--- src/rtl/ptw_sv39.sv ---
// Sv39 page-table walker: serves one TLB miss at a time, walks up to three levels through a
// single-outstanding memory port, writes back A/D bits when the leaf needs them, and returns
// the leaf PTE with its level and an error flag. Also forwards flush and SUM/MXR to the TLB.
module ptw_sv39 #(
    parameter int unsigned PPN_WIDTH = 44,
    parameter int unsigned VPN_WIDTH = 27,
    parameter int unsigned PTE_WIDTH = 64
) (
    input  logic                    clk_i,
    input  logic                    rstn_i,
    // TLB miss interface
    input  logic                    req_valid_i,
    input  logic [VPN_WIDTH-1:0]    req_vpn_i,
    input  logic                    req_store_i,
    input  logic                    req_fetch_i,
    output logic                    ptw_ready_o,
    output logic                    resp_valid_o,
    output logic                    resp_error_o,
    output logic [PTE_WIDTH-1:0]    resp_pte_o,
    output logic [1:0]              resp_level_o,
    output logic                    invalidate_tlb_o,
    output logic                    status_sum_o,
    output logic                    status_mxr_o,
    // CSR side
    input  logic [PPN_WIDTH-1:0]    satp_ppn_i,
    input  logic                    flush_i,
    input  logic                    csr_sum_i,
    input  logic                    csr_mxr_i,
    // Memory port
    output logic                    mem_req_valid_o,
    input  logic                    mem_req_ready_i,
    output logic                    mem_req_we_o,
    output logic [PPN_WIDTH+11:0]   mem_req_addr_o,
    output logic [PTE_WIDTH-1:0]    mem_req_wdata_o,
    input  logic                    mem_resp_valid_i,
    input  logic [PTE_WIDTH-1:0]    mem_resp_data_i,
    input  logic                    mem_resp_err_i
);

    localparam int unsigned PA_WIDTH = PPN_WIDTH + 12;

    localparam logic [2:0] IDLE     = 3'd0;
    localparam logic [2:0] MEM_REQ  = 3'd1;
    localparam logic [2:0] WAIT_MEM = 3'd2;
    localparam logic [2:0] WB_REQ   = 3'd3;
    localparam logic [2:0] WAIT_WB  = 3'd4;
    localparam logic [2:0] RESP     = 3'd5;

    // Level encoding: walk starts at GIGA and counts up towards KILO.
    localparam logic [1:0] GIGA_PAGE = 2'd0;
    localparam logic [1:0] MEGA_PAGE = 2'd1;
    localparam logic [1:0] KILO_PAGE = 2'd2;

    logic [2:0]           state_q, state_d;
    logic [VPN_WIDTH-1:0] vpn_q, vpn_d;
    logic                 store_q, store_d;
    logic                 fetch_q, fetch_d;
    logic [PPN_WIDTH-1:0] base_q, base_d;
    logic [1:0]           level_q, level_d;
    logic [PTE_WIDTH-1:0] pte_q, pte_d;
    logic                 error_q, error_d;
    logic                 killed_q, killed_d;

    logic [8:0]           vpn_idx;
    logic                 rd_v, rd_r, rd_w, rd_x, rd_a, rd_d;
    logic [PPN_WIDTH-1:0] rd_ppn;
    logic                 rd_misaligned;

    // Fetch flag is kept for the TLB side but does not affect the walk.
    logic unused_fetch;
    assign unused_fetch = fetch_q;

    // Fields of the PTE arriving on the memory response.
    assign rd_v   = mem_resp_data_i[0];
    assign rd_r   = mem_resp_data_i[1];
    assign rd_w   = mem_resp_data_i[2];
    assign rd_x   = mem_resp_data_i[3];
    assign rd_a   = mem_resp_data_i[6];
    assign rd_d   = mem_resp_data_i[7];
    assign rd_ppn = mem_resp_data_i[PPN_WIDTH+9:10];

    // Select the 9-bit VPN slice for the current level.
    always_comb begin
        unique case (level_q)
            GIGA_PAGE: vpn_idx = vpn_q[26:18];
            MEGA_PAGE: vpn_idx = vpn_q[17:9];
            default:   vpn_idx = vpn_q[8:0];
        endcase
    end

    // Superpage leaves must have their low PPN bits clear.
    always_comb begin
        unique case (level_q)
            GIGA_PAGE: rd_misaligned = (rd_ppn[17:0] != '0);
            MEGA_PAGE: rd_misaligned = (rd_ppn[8:0] != '0);
            default:   rd_misaligned = 1'b0;
        endcase
    end

    assign mem_req_addr_o  = {base_q, 12'b0} + {{(PA_WIDTH-12){1'b0}}, vpn_idx, 3'b000};
    assign mem_req_valid_o = (state_q == MEM_REQ) || (state_q == WB_REQ);
    assign mem_req_we_o    = (state_q == WB_REQ);
    assign mem_req_wdata_o = pte_q;

    assign ptw_ready_o      = (state_q == IDLE);
    assign resp_valid_o     = (state_q == RESP);
    assign resp_error_o     = error_q;
    assign resp_pte_o       = pte_q;
    assign resp_level_o     = level_q;
    assign invalidate_tlb_o = flush_i;
    assign status_sum_o     = csr_sum_i;
    assign status_mxr_o     = csr_mxr_i;

    // Walk sequencing and next-state computation.
    always_comb begin
        state_d  = state_q;
        vpn_d    = vpn_q;
        store_d  = store_q;
        fetch_d  = fetch_q;
        base_d   = base_q;
        level_d  = level_q;
        pte_d    = pte_q;
        error_d  = error_q;
        killed_d = killed_q;

        if ((state_q != IDLE) && flush_i) begin
            killed_d = 1'b1;
        end

        unique case (state_q)
            IDLE: begin
                if (req_valid_i) begin
                    vpn_d    = req_vpn_i;
                    store_d  = req_store_i;
                    fetch_d  = req_fetch_i;
                    base_d   = satp_ppn_i;
                    level_d  = GIGA_PAGE;
                    pte_d    = '0;
                    error_d  = 1'b0;
                    killed_d = 1'b0;
                    if (flush_i) begin
                        killed_d = 1'b1;
                        error_d  = 1'b1;
                        state_d  = RESP;
                    end else begin
                        state_d = MEM_REQ;
                    end
                end
            end
            MEM_REQ, WB_REQ: begin
                // Once accepted the response must be absorbed even if a flush arrives.
                if (mem_req_ready_i) begin
                    state_d = (state_q == MEM_REQ) ? WAIT_MEM : WAIT_WB;
                end else if (flush_i) begin
                    error_d = 1'b1;
                    state_d = RESP;
                end
            end
            WAIT_MEM: begin
                if (mem_resp_valid_i) begin
                    state_d = RESP;
                    if (mem_resp_err_i) begin
                        error_d = 1'b1;
                    end else begin
                        pte_d = mem_resp_data_i;
                        if (killed_q || flush_i) begin
                            error_d = 1'b1;
                        end else if (!rd_v || (!rd_r && rd_w)) begin
                            error_d = 1'b1;
                        end else if (!rd_r && !rd_x) begin
                            if (level_q == KILO_PAGE) begin
                                error_d = 1'b1;
                            end else begin
                                base_d  = rd_ppn;
                                level_d = level_q + 2'd1;
                                state_d = MEM_REQ;
                            end
                        end else if (rd_misaligned) begin
                            error_d = 1'b1;
                        end else if (!rd_a || (store_q && rd_w && !rd_d)) begin
                            pte_d[6] = 1'b1;
                            pte_d[7] = rd_d | (store_q & rd_w);
                            state_d  = WB_REQ;
                        end
                    end
                end
            end
            WAIT_WB: begin
                if (mem_resp_valid_i) begin
                    state_d = RESP;
                    if (mem_resp_err_i || killed_q || flush_i) begin
                        error_d = 1'b1;
                    end
                end
            end
            RESP: begin
                state_d = IDLE;
            end
            default: begin
                state_d = IDLE;
            end
        endcase
    end

    // State registers; reset abandons any walk in flight.
    always_ff @(posedge clk_i or negedge rstn_i) begin
        if (!rstn_i) begin
            state_q  <= IDLE;
            vpn_q    <= '0;
            store_q  <= 1'b0;
            fetch_q  <= 1'b0;
            base_q   <= '0;
            level_q  <= GIGA_PAGE;
            pte_q    <= '0;
            error_q  <= 1'b0;
            killed_q <= 1'b0;
        end else begin
            state_q  <= state_d;
            vpn_q    <= vpn_d;
            store_q  <= store_d;
            fetch_q  <= fetch_d;
            base_q   <= base_d;
            level_q  <= level_d;
            pte_q    <= pte_d;
            error_q  <= error_d;
            killed_q <= killed_d;
        end
    end

endmodule

--- config.mk ---
export PLATFORM = sky130hd
export DESIGN_NAME = ptw_sv39
export DESIGN_NICKNAME = d
export VERILOG_FILES = /design/src/rtl/ptw_sv39.sv
export SDC_FILE = /design/constraint.sdc
export NUM_CORES = 1
export LEC_CHECK = 0
export CORE_UTILIZATION = 30
export DETAILED_ROUTE_END_ITERATION = 10
export PLACE_DENSITY = 0.68
export RECOVER_POWER = 25
export SETUP_SLACK_MARGIN = 0.2
export SLEW_MARGIN = 10
export SYNTH_ARGS = -nofsm -noshare
export SYNTH_HDL_FRONTEND = slang
export SYNTH_SLANG_ARGS = --single-unit
export TNS_END_PERCENT = 1
--- constraint.sdc ---
create_clock -name clk_i -period 5.06 [get_ports clk_i]
set_clock_uncertainty 0.05 [all_clocks]
set_input_delay 0.506 -clock clk_i [delete_from_list [all_inputs] [get_ports clk_i]]
set_output_delay 0.506 -clock clk_i [all_outputs]
set_load 0.005 [all_outputs]
# Word-level counts from Yosys, hierarchy flattened
# Cells that the tools add are included.
# classes
n_mul	0
addsub	2
shifts	0
div	0
magnitude_cmp	0
reduce_logical	29
muxes	59
n_bitwise	2
n_eq_ne	21
# ops
cell	count
44-bit two-way mux	7
64-bit two-way mux	3
64-bit one-hot mux with 2 select lines	1
44-bit one-hot mux with 2 select lines	1
56-bit by 12-bit adder with 56-bit output	1
3-bit two-way mux	14
2-bit two-way mux	12
2-bit != test (second input constant)	11
9-bit one-hot mux with 2 select lines	1
18-bit nonzero test	1
1-bit two-way mux	16
6-bit != test (second input constant)	2
3-bit one-hot mux with 4 select lines	1
9-bit AND reduction	1
9-bit nonzero test	1
4-bit AND reduction	2
8-bit AND reduction	1
3-bit by 2-bit == test with 1-bit output (second input constant)	2
3-bit == test (second input constant)	2
1-bit logical OR	6
1-bit logical AND	5
1-bit logical NOT	5
1-bit one-hot mux with 4 select lines	1
2-bit one-hot mux with 2 select lines	1
other kinds (15)	15
# totals
in_bits	146
wordCells	121
register_bits	143
mem_bits_rw	0
romBits	0
n_memories	0
latchBits	0
out_inout_bits	194

# Logic depth before layout (Yosys ltp)
# Gate-level depths: netlist of run 1.
# depth
depth_word	11
depth_mapped	9
depth_no_buf	7

# Least setup slack after synthesis of run 1
# OpenSTA, ideal clock, no wires.
# synth_timing
path_type	register to register
startpoint	reg level_q[1] (netlist: resp_level_o[1])
endpoint	reg state_q[2]
t_arrival_ps	1870
period_less_slack_ps	2040
stages_incl_launch_ff	9
setup_slack_ps	3020
path_buffers	1
setup_ps	120
cell_sequence	dfrtp_1 -> inv_1 -> ha_1 -> buf_2 -> nor2_2 -> o21ai_0 -> a22oi_1 -> nand4b_1 -> a31o_2
# synth_via
elab_chain_cells	9
elab_cells_between_ends	12
classes_between	eq/ne: 2; mux: 9; reduce/logical: 1
# synth_lines
item	line_no	source
from (decl)	59	logic [1:0] level_q, level_d;
from (signal assigned)	223	level_q <= level_d;
2-bit by 1-bit == test with 1-bit output / 2-bit logical NOT (equally long branches)	93	unique case (level_q)
1-bit one-hot mux with 2 select lines	93	
3-bit two-way mux	178	end else if (rd_misaligned) begin
3-bit two-way mux *	170	end else if (!rd_r && !rd_x) begin
3-bit two-way mux *	168	end else if (!rd_v || (!rd_r && rd_w)) begin
3-bit two-way mux *	166	if (killed_q || flush_i) begin
3-bit two-way mux *	162	if (mem_resp_err_i) begin
3-bit two-way mux *	160	if (mem_resp_valid_i) begin
3-bit one-hot mux with 4 select lines *	130	unique case (state_q)
to (signal assigned)	218	state_q <= state_d;
to (decl)	54	logic [2:0] state_q, state_d;
# Every way passes the cells marked *; elsewhere a longest branch is shown, timed or not. The select of a mux whose other input is x is not followed.
# A chain may end at the register's enable or synchronous reset.

==> results of run 1 <==
what timing repair did:
item / in CTS / in global routing
hold endpoints to repair: 30 / 0
resized for setup: 0 / 0
hold buffers: 1 / 0
how the worst max path moves through the flow:
stage | slack (ns) | from | cells after the start | to
2_1_floorplan | 3.02 | resp_level_o[1]$_DFFE_PN0P_ | 8 | state_q[2]$_DFFE_PN0P_
3_3_place_gp | 1.99 | flush_i | 7 | base_q[43]$_DFFE_PN0P_
3_5_place_dp | 1.94 | flush_i | 7 | base_q[43]$_DFFE_PN0P_
4_1_cts | 2.00 | resp_level_o[0]$_DFFE_PN0P_ | 6 | mem_req_addr_o[11]
5_1_grt | 1.53 | rstn_i | 3 | resp_level_o[0]$_DFFE_PN0P_
6_report | 2.03 | rstn_i | 3 | resp_level_o[0]$_DFFE_PN0P_
registers in the layout (all words and copies together), names as in the netlist:
name,flops
resp_error_o,1
store_q,1
vpn_q,27
mem_req_wdata_o,64
resp_level_o,2
base_q,44
state_q,3
killed_q,1
cells in the final DEF, fill, tap and decap left out, types with 3 or more instances in the layout:
| master | Yosys | layout |
|---|---|---|
| o21ai_0 | 52 | 52 |
| ha_1 | 3 | 3 |
| conb_1 | 1 | 3 |
| clkdlybuf4s50_1 | 0 | 285 |
| a31oi_1 | 34 | 34 |
| nor2_1 | 36 | 36 |
| clkbuf_16 | 0 | 17 |
| a21oi_1 | 9 | 9 |
| dfrtp_1 | 143 | 143 |
| a22o_1 | 19 | 19 |
| nand3_1 | 6 | 6 |
| dlygate4sd3_1 | 0 | 46 |
| a31oi_2 | 10 | 10 |
| nor2b_1 | 4 | 4 |
| bufinv_16 | 0 | 3 |
| nand2_1 | 157 | 156 |
| nor3_1 | 4 | 4 |
| clkinv_2 | 0 | 6 |
| mux2_2 | 28 | 28 |
| inv_6 | 0 | 3 |
| buf_4 | 73 | 9 |
| inv_1 | 6 | 6 |
| nor2_2 | 12 | 12 |
| a22oi_1 | 11 | 11 |
routing by layer:
| metal | GRT usage | up-vias |
|---|---|---|
| met2 | 0.308 | 205 |
| li1 | - | 2745 |
| met5 | 0 | - |
| met4 | 0.0535 | 0 |
| met3 | 0.0638 | 16 |
| met1 | 0.218 | 2726 |
where the power goes:
| part | total, mW | internal (mW) | switching (mW) | leakage, nW |
|---|---|---|---|---|
| Clock | 1.28 | 0.775 | 0.505 | 0.294 |
| Sequential | 1.90 | 1.58 | 0.320 | 1.79 |
| Combinational | 2.21 | 1.29 | 0.921 | 2.18 |
layout make-up:
type	count	area, µm²
clock buffers	18	429
clock inverters	14	163
fillers	2045	11600
inverters	6	22.5
multi-input cells	419	2400
flip-flops and latches	143	3580
well taps	280	350
repair buffers	342	3390
kinds of logic (layout without fill, tap and decap cells):
kind of cell,Yosys count,count (layout),share of synthesized area
and+or+nand+nor,236,236,0.150
AOI/OAI and AO/OA,148,148,0.149
DFF,143,143,0.532
buffers and inverters,116,380,0.115
muxes,29,29,0.0483
adders and majority gates,3,3,0.00558
other,1,3,0.000557
worst max-delay path, cell delays in order:
cell and delay (ns):
dlygate4sd3_1 0.52, clkbuf_1 1.26, clkbuf_2 1.02
==> impl_metrics.env, run 1 <==
export IMPL_final_hold_violation_count=0
export IMPL_hp_class="reg2reg"
export IMPL_crit_type="in2async"
export IMPL_core_area_mm2=0.0219
export IMPL_clkSinkCount=143
export IMPL_finalSetupTns_ns=0
export IMPL_drt_iter0_markers=161
export IMPL_met2_length_mm=10.5
export IMPL_dpl_cell_area_mm2=0.00975
export IMPL_maxCapViolations=1
export IMPL_slew_viol_final=33
export IMPL_ys_warnings_count=0
export IMPL_wl_met3_mm=1.81
export IMPL_clk_latency_ns=0.42
export IMPL_gr_total_overflow=0
export IMPL_vdd_drop_max_mv=0.243
export IMPL_dieWidth_um=152
export IMPL_syn_area_mm2=0.00673
export IMPL_root_buffer="clkbuf_16"
export IMPL_ys_seq_elements=143
export IMPL_antenna_found_initial=0
export IMPL_synthTopCellsByArea="dfrtp_1, nand2_1, buf_4"
export IMPL_postCtsSetupRepairBufs=0
export IMPL_synth_top_area_share=0.532
export IMPL_io_pins=340
export IMPL_finalWirelength_mm=21.1
export IMPL_outcome="finished with violations"
export IMPL_finalInstanceArea_mm2=0.0103
export IMPL_drt_first_pass_iters=4
export IMPL_yosys_cell_count_top_type="nand2_1"
export IMPL_endpoint_kind="async pin"
export IMPL_dieArea_mm2=0.0230
export IMPL_worst_slew_pin_slew_ns=1.76
export IMPL_synth_area_per_cell_um2=9.96
export IMPL_failed_checks="max-capacitance violations, max-slew violations"
export IMPL_reg2reg_slack_ns=2.25
export IMPL_setup_slack_ns=2.03
export IMPL_period_share=0.599
export IMPL_synth_edf_count=0
export IMPL_place_inst=1189
export IMPL_met1_length_mm=8.57
export IMPL_worstHoldStart="mem_req_wdata_o[35]$_DFFE_PN0P_"
export IMPL_nNetsFinal=1078
export IMPL_async_reset_ff_frac=1.00
export IMPL_setup_viol=0
export IMPL_cts_buffer_depth=2
export IMPL_rr_endpoint="base_q[28]$_DFFE_PN0P_"
export IMPL_hold_path_depth=2
export IMPL_drc=0
export IMPL_crit_fanout=41
export IMPL_top_layer="met4"
export IMPL_die_h_um=152
export IMPL_critical_path_required_ns=5.38
export IMPL_post_dp_hpwl_mm=15.5
export IMPL_syn_inst=676
export IMPL_cts_made_buffers=17
export IMPL_initial_core_util=0.307
export IMPL_post_route_util=0.472
export IMPL_vias_per_cell=4.66
export IMPL_r2r_cells=7
export IMPL_drive_gt1_frac=0.106
export IMPL_ant_nets=0
export IMPL_vias=5692
export IMPL_grt_use_total=0.183
export IMPL_critPathArrivalTime_ns=3.35
export IMPL_gp_congestion=0.766
export IMPL_yosysSeqAreaShare=0.532
export IMPL_core_rowCount=54
export IMPL_synthTopCellsByCount="nand2_1, dfrtp_1, buf_4"
export IMPL_cp_start_kind="primary input"
export IMPL_fin_crit_ns=3.03
export IMPL_p_leak_nw=4.26
export IMPL_synth_top_area_cell="dfrtp_1"
export IMPL_power_density_mw_per_mm2=522
export IMPL_grt_start_max_net_pins=73
export IMPL_max_freq_ghz=0.330
export IMPL_whs_ns=0.449
export IMPL_fin_total_pwr_mw=5.40
export IMPL_hold_path_end="mem_req_wdata_o[35]$_DFFE_PN0P_"
export IMPL_place_worst_setup_slack_ns=1.94
export IMPL_cts_tree="done"
export IMPL_h_tree_depth=4
export IMPL_area_growth_pct=53.6
export IMPL_clk_pin_slew_ns=0.07
export IMPL_diodes=0
export IMPL_slew_headroom=-0.176
export IMPL_yosysUniqueCellTypes=46
export IMPL_crit_reg2reg_launch="state_q[2]$_DFFE_PN0P_"
export IMPL_grt_pass1_vias=5599
export IMPL_synthFlopType="dfrtp_1"
export IMPL_wire_per_inst_um=17.3
export IMPL_fin_cells=1222
export IMPL_io_buffer_count=331
export IMPL_rsz0062_at_grt="no"
export IMPL_grt_pass1_wl_mm=31.6
Note: power is estimated with default switching activity, not from simulation.
==> run 2: changes to the inputs <==
--- a/config.mk
+++ b/config.mk
@@ -7,7 +7,7 @@
 export LEC_CHECK = 0
 export CORE_UTILIZATION = 30
 export DETAILED_ROUTE_END_ITERATION = 10
-export PLACE_DENSITY = 0.68
+export PLACE_DENSITY = 0.7
 export RECOVER_POWER = 25
 export SETUP_SLACK_MARGIN = 0.2
 export SLEW_MARGIN = 10
==> constraint.sdc (replaced) <==
create_clock -name clk_i -period 2.7 [get_ports clk_i]
set_clock_uncertainty 0.05 [all_clocks]
set_input_delay 0.27 -clock clk_i [delete_from_list [all_inputs] [get_ports clk_i]]
set_output_delay 0.27 -clock clk_i [all_outputs]
set_load 0.005 [all_outputs]
==> impl_metrics.env, run 2 (synthesis gave the netlist of run 1 again) <==
export IMPL_intPower_mw=6.97
export IMPL_crit_reg2reg_launch="resp_level_o[0]$_DFFE_PN0P_"
export IMPL_post_dp_hpwl_mm=15.4
export IMPL_dpl_cell_area_mm2=0.00986
export IMPL_regArea_mm2=0.00358
export IMPL_cts_made_buffers=17
export IMPL_drive_gt1_frac=0.115
export IMPL_vias=5755
export IMPL_endpoint_kind="output pin"
export IMPL_nNetsFinal=1085
export IMPL_nFillCells=2034
export IMPL_largest_reg_flops=64
export IMPL_multi_input_area_mm2=0.00241
export IMPL_initial_core_util=0.307
export IMPL_final_hold_violation_count=0
export IMPL_h_tree_depth=4
export IMPL_failed_checks="max-capacitance violations, max-slew violations"
export IMPL_gp_congestion=0.795
export IMPL_cts_buffer_depth=2
export IMPL_ant_nets=0
export IMPL_power_frac_seq=0.347
export IMPL_core_area_mm2=0.0219
export IMPL_core_rowCount=54
export IMPL_critPathArrivalTime_ns=2.08
export IMPL_p_comb_frac=0.422
export IMPL_grt_start_max_net_pins=64
export IMPL_outcome="finished with violations"
export IMPL_mostFrequentLayoutCells="clkdlybuf4s50_1, nand2_1, dfrtp_1"
export IMPL_worst_slew_pin_slew_ns=1.67
export IMPL_rr_endpoint="base_q[20]$_DFFE_PN0P_"
export IMPL_power_density_mw_per_mm2=982
export IMPL_crit_fanout=10
export IMPL_reg2reg_slack_ns=0.53
export IMPL_grt_use_total=0.181
export IMPL_finalInstanceArea_mm2=0.0105
export IMPL_io_pins=340
export IMPL_layout_commonest_cell="clkdlybuf4s50_1"
export IMPL_fin_crit_ns=2.40
export IMPL_crit_type="reg2out"
export IMPL_drc=0
export IMPL_die_h_um=152
export IMPL_hold_path_depth=3
export IMPL_drt_first_pass_iters=4
export IMPL_antenna_found_initial=1
export IMPL_io_buffer_count=331
export IMPL_hp_class="in2reg"
export IMPL_dieWidth_um=152
export IMPL_grt_pass1_wl_mm=31.3
export IMPL_swShare=0.324
export IMPL_finalWirelength_mm=21.1
export IMPL_cts_tree="done"
export IMPL_maxCapViolations=1
export IMPL_area_growth_pct=55.9
export IMPL_slew_headroom=-0.115
export IMPL_setup_viol=0
export IMPL_rsz0062_at_grt="yes"
export IMPL_dieArea_mm2=0.0230
export IMPL_period_share=0.889
export IMPL_critical_path_required_ns=2.38
export IMPL_clk_latency_ns=0.42
export IMPL_clk_pin_slew_ns=0.06
export IMPL_vdd_drop_max_mv=0.467
export IMPL_r2r_cells=8
export IMPL_drt_iter0_markers=287
export IMPL_vias_per_cell=4.68
export IMPL_wire_per_inst_um=17.2
export IMPL_hold_path_end="base_q[16]$_DFFE_PN0P_"
export IMPL_p_leak_nw=4.30
export IMPL_root_buffer="clkbuf_16"
export IMPL_finalSetupTns_ns=0
export IMPL_worstHoldStart="satp_ppn_i[16]"
export IMPL_setup_slack_ns=0.300
export IMPL_place_worst_setup_slack_ns=0.328
export IMPL_max_freq_ghz=0.417
export IMPL_grt_pass1_vias=5579
export IMPL_slew_viol_final=62
export IMPL_p_sw_mw=3.33
export IMPL_clkSinkCount=143
export IMPL_gr_total_overflow=0
export IMPL_power_clock_fraction=0.231
export IMPL_cp_start_kind="register"
[run 2: metrics by stage]
step                      power [mW]  instances  hold slack (ns)   util
after global routing            11.0       1230            0.344  0.479
final                           10.3       1230            0.362  0.479
after global placement          7.92       1194            0.269  0.450
after floorplan                 5.70        678          -0.0756      -
after CTS                       10.4       1227            0.341  0.478
after detailed placement        8.01       1194            0.264  0.450
[run 2: worst max path at each step]
stage	start	end	slack (ns)	depth (start not counted)
2_1_floorplan	resp_level_o[1]$_DFFE_PN0P_	state_q[2]$_DFFE_PN0P_	0.66	8
3_3_place_gp	mem_resp_data_i[1]	base_q[23]$_DFFE_PN0P_	0.34	7
3_5_place_dp	mem_resp_data_i[1]	base_q[11]$_DFFE_PN0P_	0.33	7
4_1_cts	resp_level_o[0]$_DFFE_PN0P_	mem_req_addr_o[6]	0.23	6
5_1_grt	resp_level_o[0]$_DFFE_PN0P_	mem_req_addr_o[6]	0.18	6
6_report	resp_level_o[0]$_DFFE_PN0P_	mem_req_addr_o[6]	0.30	6
[run 2: timing repair]
| action | in CTS | in global routing |
|---|---|---|
| gates resized for setup | 1 | 1 |
| pin swaps | 0 | 1 |
| endpoints found under the hold margin | 61 | 0 |
| cloned | 0 | 0 |
| buffers inserted | 0 | 2 |
| endpoints found under the setup margin | 9 | 9 |
| hold buffers | 1 | 0 |
[run 2: final cells by class]
type | instances | area share
clock inverters | 13 | 0.0144
clock buffers | 19 | 0.0422
flip-flops and latches | 143 | 0.341
inverters | 6 | 0.00215
diodes | 1 | 0.000238
multi-input cells | 419 | 0.230
well taps | 280 | 0.0334
repair buffers | 349 | 0.337
[run 2: power groups by stage]
stage / logic (mW) / registers (mW) / clock network (mW)
after detailed placement: 4.40 / 3.61 / 0
after global routing: 4.78 / 3.68 / 2.53
final: 4.35 / 3.58 / 2.38
after global placement: 4.33 / 3.58 / 0
after CTS: 4.41 / 3.58 / 2.44
after floorplan: 2.21 / 3.49 / 0
[run 2: worst max-delay path: stages, from the launching register on]
cell             delay [ns]
dfrtp_1                0.40
inv_1                  0.13
ha_1                   0.23
buf_4                  0.21
a22oi_1                0.09
nand2_1                0.08
clkdlybuf4s50_1        0.53
[run 2: layer usage]
layer  vias up  share of wire  global-route usage
met5         -              0                   0
met4         0          0.018              0.0564
met3        18          0.085              0.0674
met2       229           0.49               0.298
met1      2748           0.40               0.217
li1       2760              -                   -
==> run 3: changes to the inputs <==
--- a/config.mk
+++ b/config.mk
@@ -7,9 +7,10 @@
 export LEC_CHECK = 0
 export CORE_UTILIZATION = 30
 export DETAILED_ROUTE_END_ITERATION = 10
-export PLACE_DENSITY = 0.7
+export PLACE_DENSITY = 0.68
 export RECOVER_POWER = 25
 export SETUP_SLACK_MARGIN = 0.2
+export SKIP_CTS_REPAIR_TIMING = 1
 export SLEW_MARGIN = 10
 export SYNTH_ARGS = -nofsm -noshare
 export SYNTH_HDL_FRONTEND = slang
==> constraint.sdc (replaced) <==
create_clock -name clk_i -period 2.65 [get_ports clk_i]
set_clock_uncertainty 0.05 [all_clocks]
set_input_delay 0.265 -clock clk_i [delete_from_list [all_inputs] [get_ports clk_i]]
set_output_delay 0.265 -clock clk_i [all_outputs]
set_load 0.005 [all_outputs]
==> impl_metrics.env, run 3 (synthesis gave the netlist of run 1 again) <==
export IMPL_outcome="finished with violations"
export IMPL_failed_checks="max-capacitance violations, max-slew violations"
export IMPL_finalSetupTns_ns=0
export IMPL_cts_tree="done"
export IMPL_root_buffer="clkbuf_16"
export IMPL_whs_ns=0.355
export IMPL_nFillCells=2078
export IMPL_nNetsFinal=1087
export IMPL_dieWidth_um=152
export IMPL_regArea_mm2=0.00358
export IMPL_endpoint_kind="output pin"
export IMPL_power_density_mw_per_mm2=1010
export IMPL_crit_family="buffers and inverters"
export IMPL_clkSinkCount=143
export IMPL_drive_gt1_frac=0.120
export IMPL_maxCapViolations=1
export IMPL_rsz0062_at_grt="no"
export IMPL_antenna_found_initial=0
export IMPL_ant_nets=0
export IMPL_r2r_cells=8
export IMPL_hp_class="in2reg"
export IMPL_gp_congestion=0.786
export IMPL_crit_type="reg2out"
export IMPL_hold_path_depth=3
export IMPL_core_rowCount=54
export IMPL_dieArea_mm2=0.0230
export IMPL_vias_per_cell=4.63
export IMPL_crit_buf_inv=3
export IMPL_grt_pass1_wl_mm=31.5
export IMPL_final_hold_violation_count=0
export IMPL_core_area_mm2=0.0219
export IMPL_slew_headroom=-0.187
export IMPL_clk_latency_ns=0.42
export IMPL_critical_path_required_ns=2.34
export IMPL_reg2reg_slack_ns=0.46
export IMPL_path_cells="buf_4 -> ha_4 -> nor2_4 -> buf_12 -> nand2_1 -> nand2_1 -> clkdlybuf4s50_1"
export IMPL_fin_crit_ns=2.35
export IMPL_cts_made_buffers=17
export IMPL_met1_usage=0.224
export IMPL_vias=5694
export IMPL_drc=0
export IMPL_crit_top_cell="nand2_1"
export IMPL_cp_slowest_cell="clkdlybuf4s50_1"
export IMPL_largest_reg_flops=64
export IMPL_area_growth_pct=57.0
export IMPL_io_pins=340
export IMPL_clk_pin_slew_ns=0.06
export IMPL_post_route_util=0.483
export IMPL_initial_core_util=0.307
export IMPL_crit_fanout=10
export IMPL_gr_usage_met3=0.0593
export IMPL_critPathArrivalTime_ns=2.04
export IMPL_grt_start_max_net_pins=66
export IMPL_drt_first_pass_iters=4
export IMPL_cp_start_kind="register"
export IMPL_grt_use_total=0.184
export IMPL_io_buffer_count=331
export IMPL_period_share=0.888
export IMPL_post_dp_hpwl_mm=15.8
export IMPL_drt_iter0_markers=157
export IMPL_multi_input_area_mm2=0.00242
export IMPL_crit_cells=7
export IMPL_cts_buffer_depth=2
export IMPL_gr_total_overflow=0
export IMPL_cp_slowest_stage_delay_ns=0.51
export IMPL_wire_per_inst_um=17.5
export IMPL_mostFrequentLayoutCells="clkdlybuf4s50_1, nand2_1, dfrtp_1"
export IMPL_busiest_layer="met2"
export IMPL_grt_pass1_vias=5518
export IMPL_slew_viol_final=64
export IMPL_setup_viol=0
export IMPL_die_h_um=152
export IMPL_layout_commonest_cell="clkdlybuf4s50_1"
export IMPL_vdd_drop_max_mv=0.442
export IMPL_max_freq_ghz=0.425
export IMPL_h_tree_depth=4
export IMPL_p_leak_nw=4.34
export IMPL_diodes=0
export IMPL_finalWirelength_mm=21.5
export IMPL_worst_slew_pin_slew_ns=1.78
export IMPL_use_met2=0.309
run 3: cell types whose count changed in the layout (fill, tap and decap cells not counted), sizes merged:
cell,previous run,this run
diode,1,0
clkdlybuf4s50,330,329
bufinv,2,4
clkinv,5,3
buf,17,19
clkinvlp,1,2
dlymetal6s2s,0,1
clkbuf,20,19
run 3: report_power, final:
part / total, mW / internal (mW) / leakage, nW / switching, mW
Sequential: 3.64 / 3.02 / 1.79 / 0.620
Combinational: 4.44 / 2.64 / 2.24 / 1.80
Clock: 2.63 / 1.62 / 0.308 / 1.01
Total: 10.7 / 7.28 / 4.34 / 3.43
run 3: metrics by stage:
step                total power, mW  std cells  instance area [µm²]  setup WS [ns]
finish                         10.7       1231                10600          0.296
global route                   11.4       1231                10600          0.174
CTS                            10.9       1227                10500         -0.165
detailed placement             8.20       1195                 9870          0.115
global placement               8.08       1195                 9870          0.159
floorplan                      5.81        678                 6740          0.610
run 3: final timing paths:
| path | from | end |
|---|---|---|
| min in group asynchronous | rstn_i | base_q[11]$_DFFE_PN0P_ |
| setup reg to reg | resp_level_o[0]$_DFFE_PN0P_ | base_q[11]$_DFFE_PN0P_ |
| hold / removal | satp_ppn_i[7] | base_q[7]$_DFFE_PN0P_ |
| max in group asynchronous | rstn_i | killed_q$_DFF_PN0_ |
| setup / recovery | resp_level_o[0]$_DFFE_PN0P_ | mem_req_addr_o[7] |
| hold reg to reg | mem_req_wdata_o[39]$_DFFE_PN0P_ | mem_req_wdata_o[39]$_DFFE_PN0P_ |
run 3: worst min-delay path, stage by stage:
cell             delay (ns)
clkdlybuf4s50_1        0.40
nand2_1                0.05
a31oi_1                0.07
run 3: layout make-up:
type,count,share of cell area
timing repair buffer,351,0.336
multi-input combinational,419,0.229
clock inverter,14,0.0191
tap,280,0.0331
sequential,143,0.339
inverter,6,0.00213
clock buffer,18,0.0415
run 3: per-layer routing:
| metal | wire length (µm) | part of all wire |
|---|---|---|
| met5 | 0 | 0 |
| met2 | 10700 | 0.50 |
| met1 | 8900 | 0.41 |
| met3 | 1670 | 0.078 |
| met4 | 270 | 0.013 |
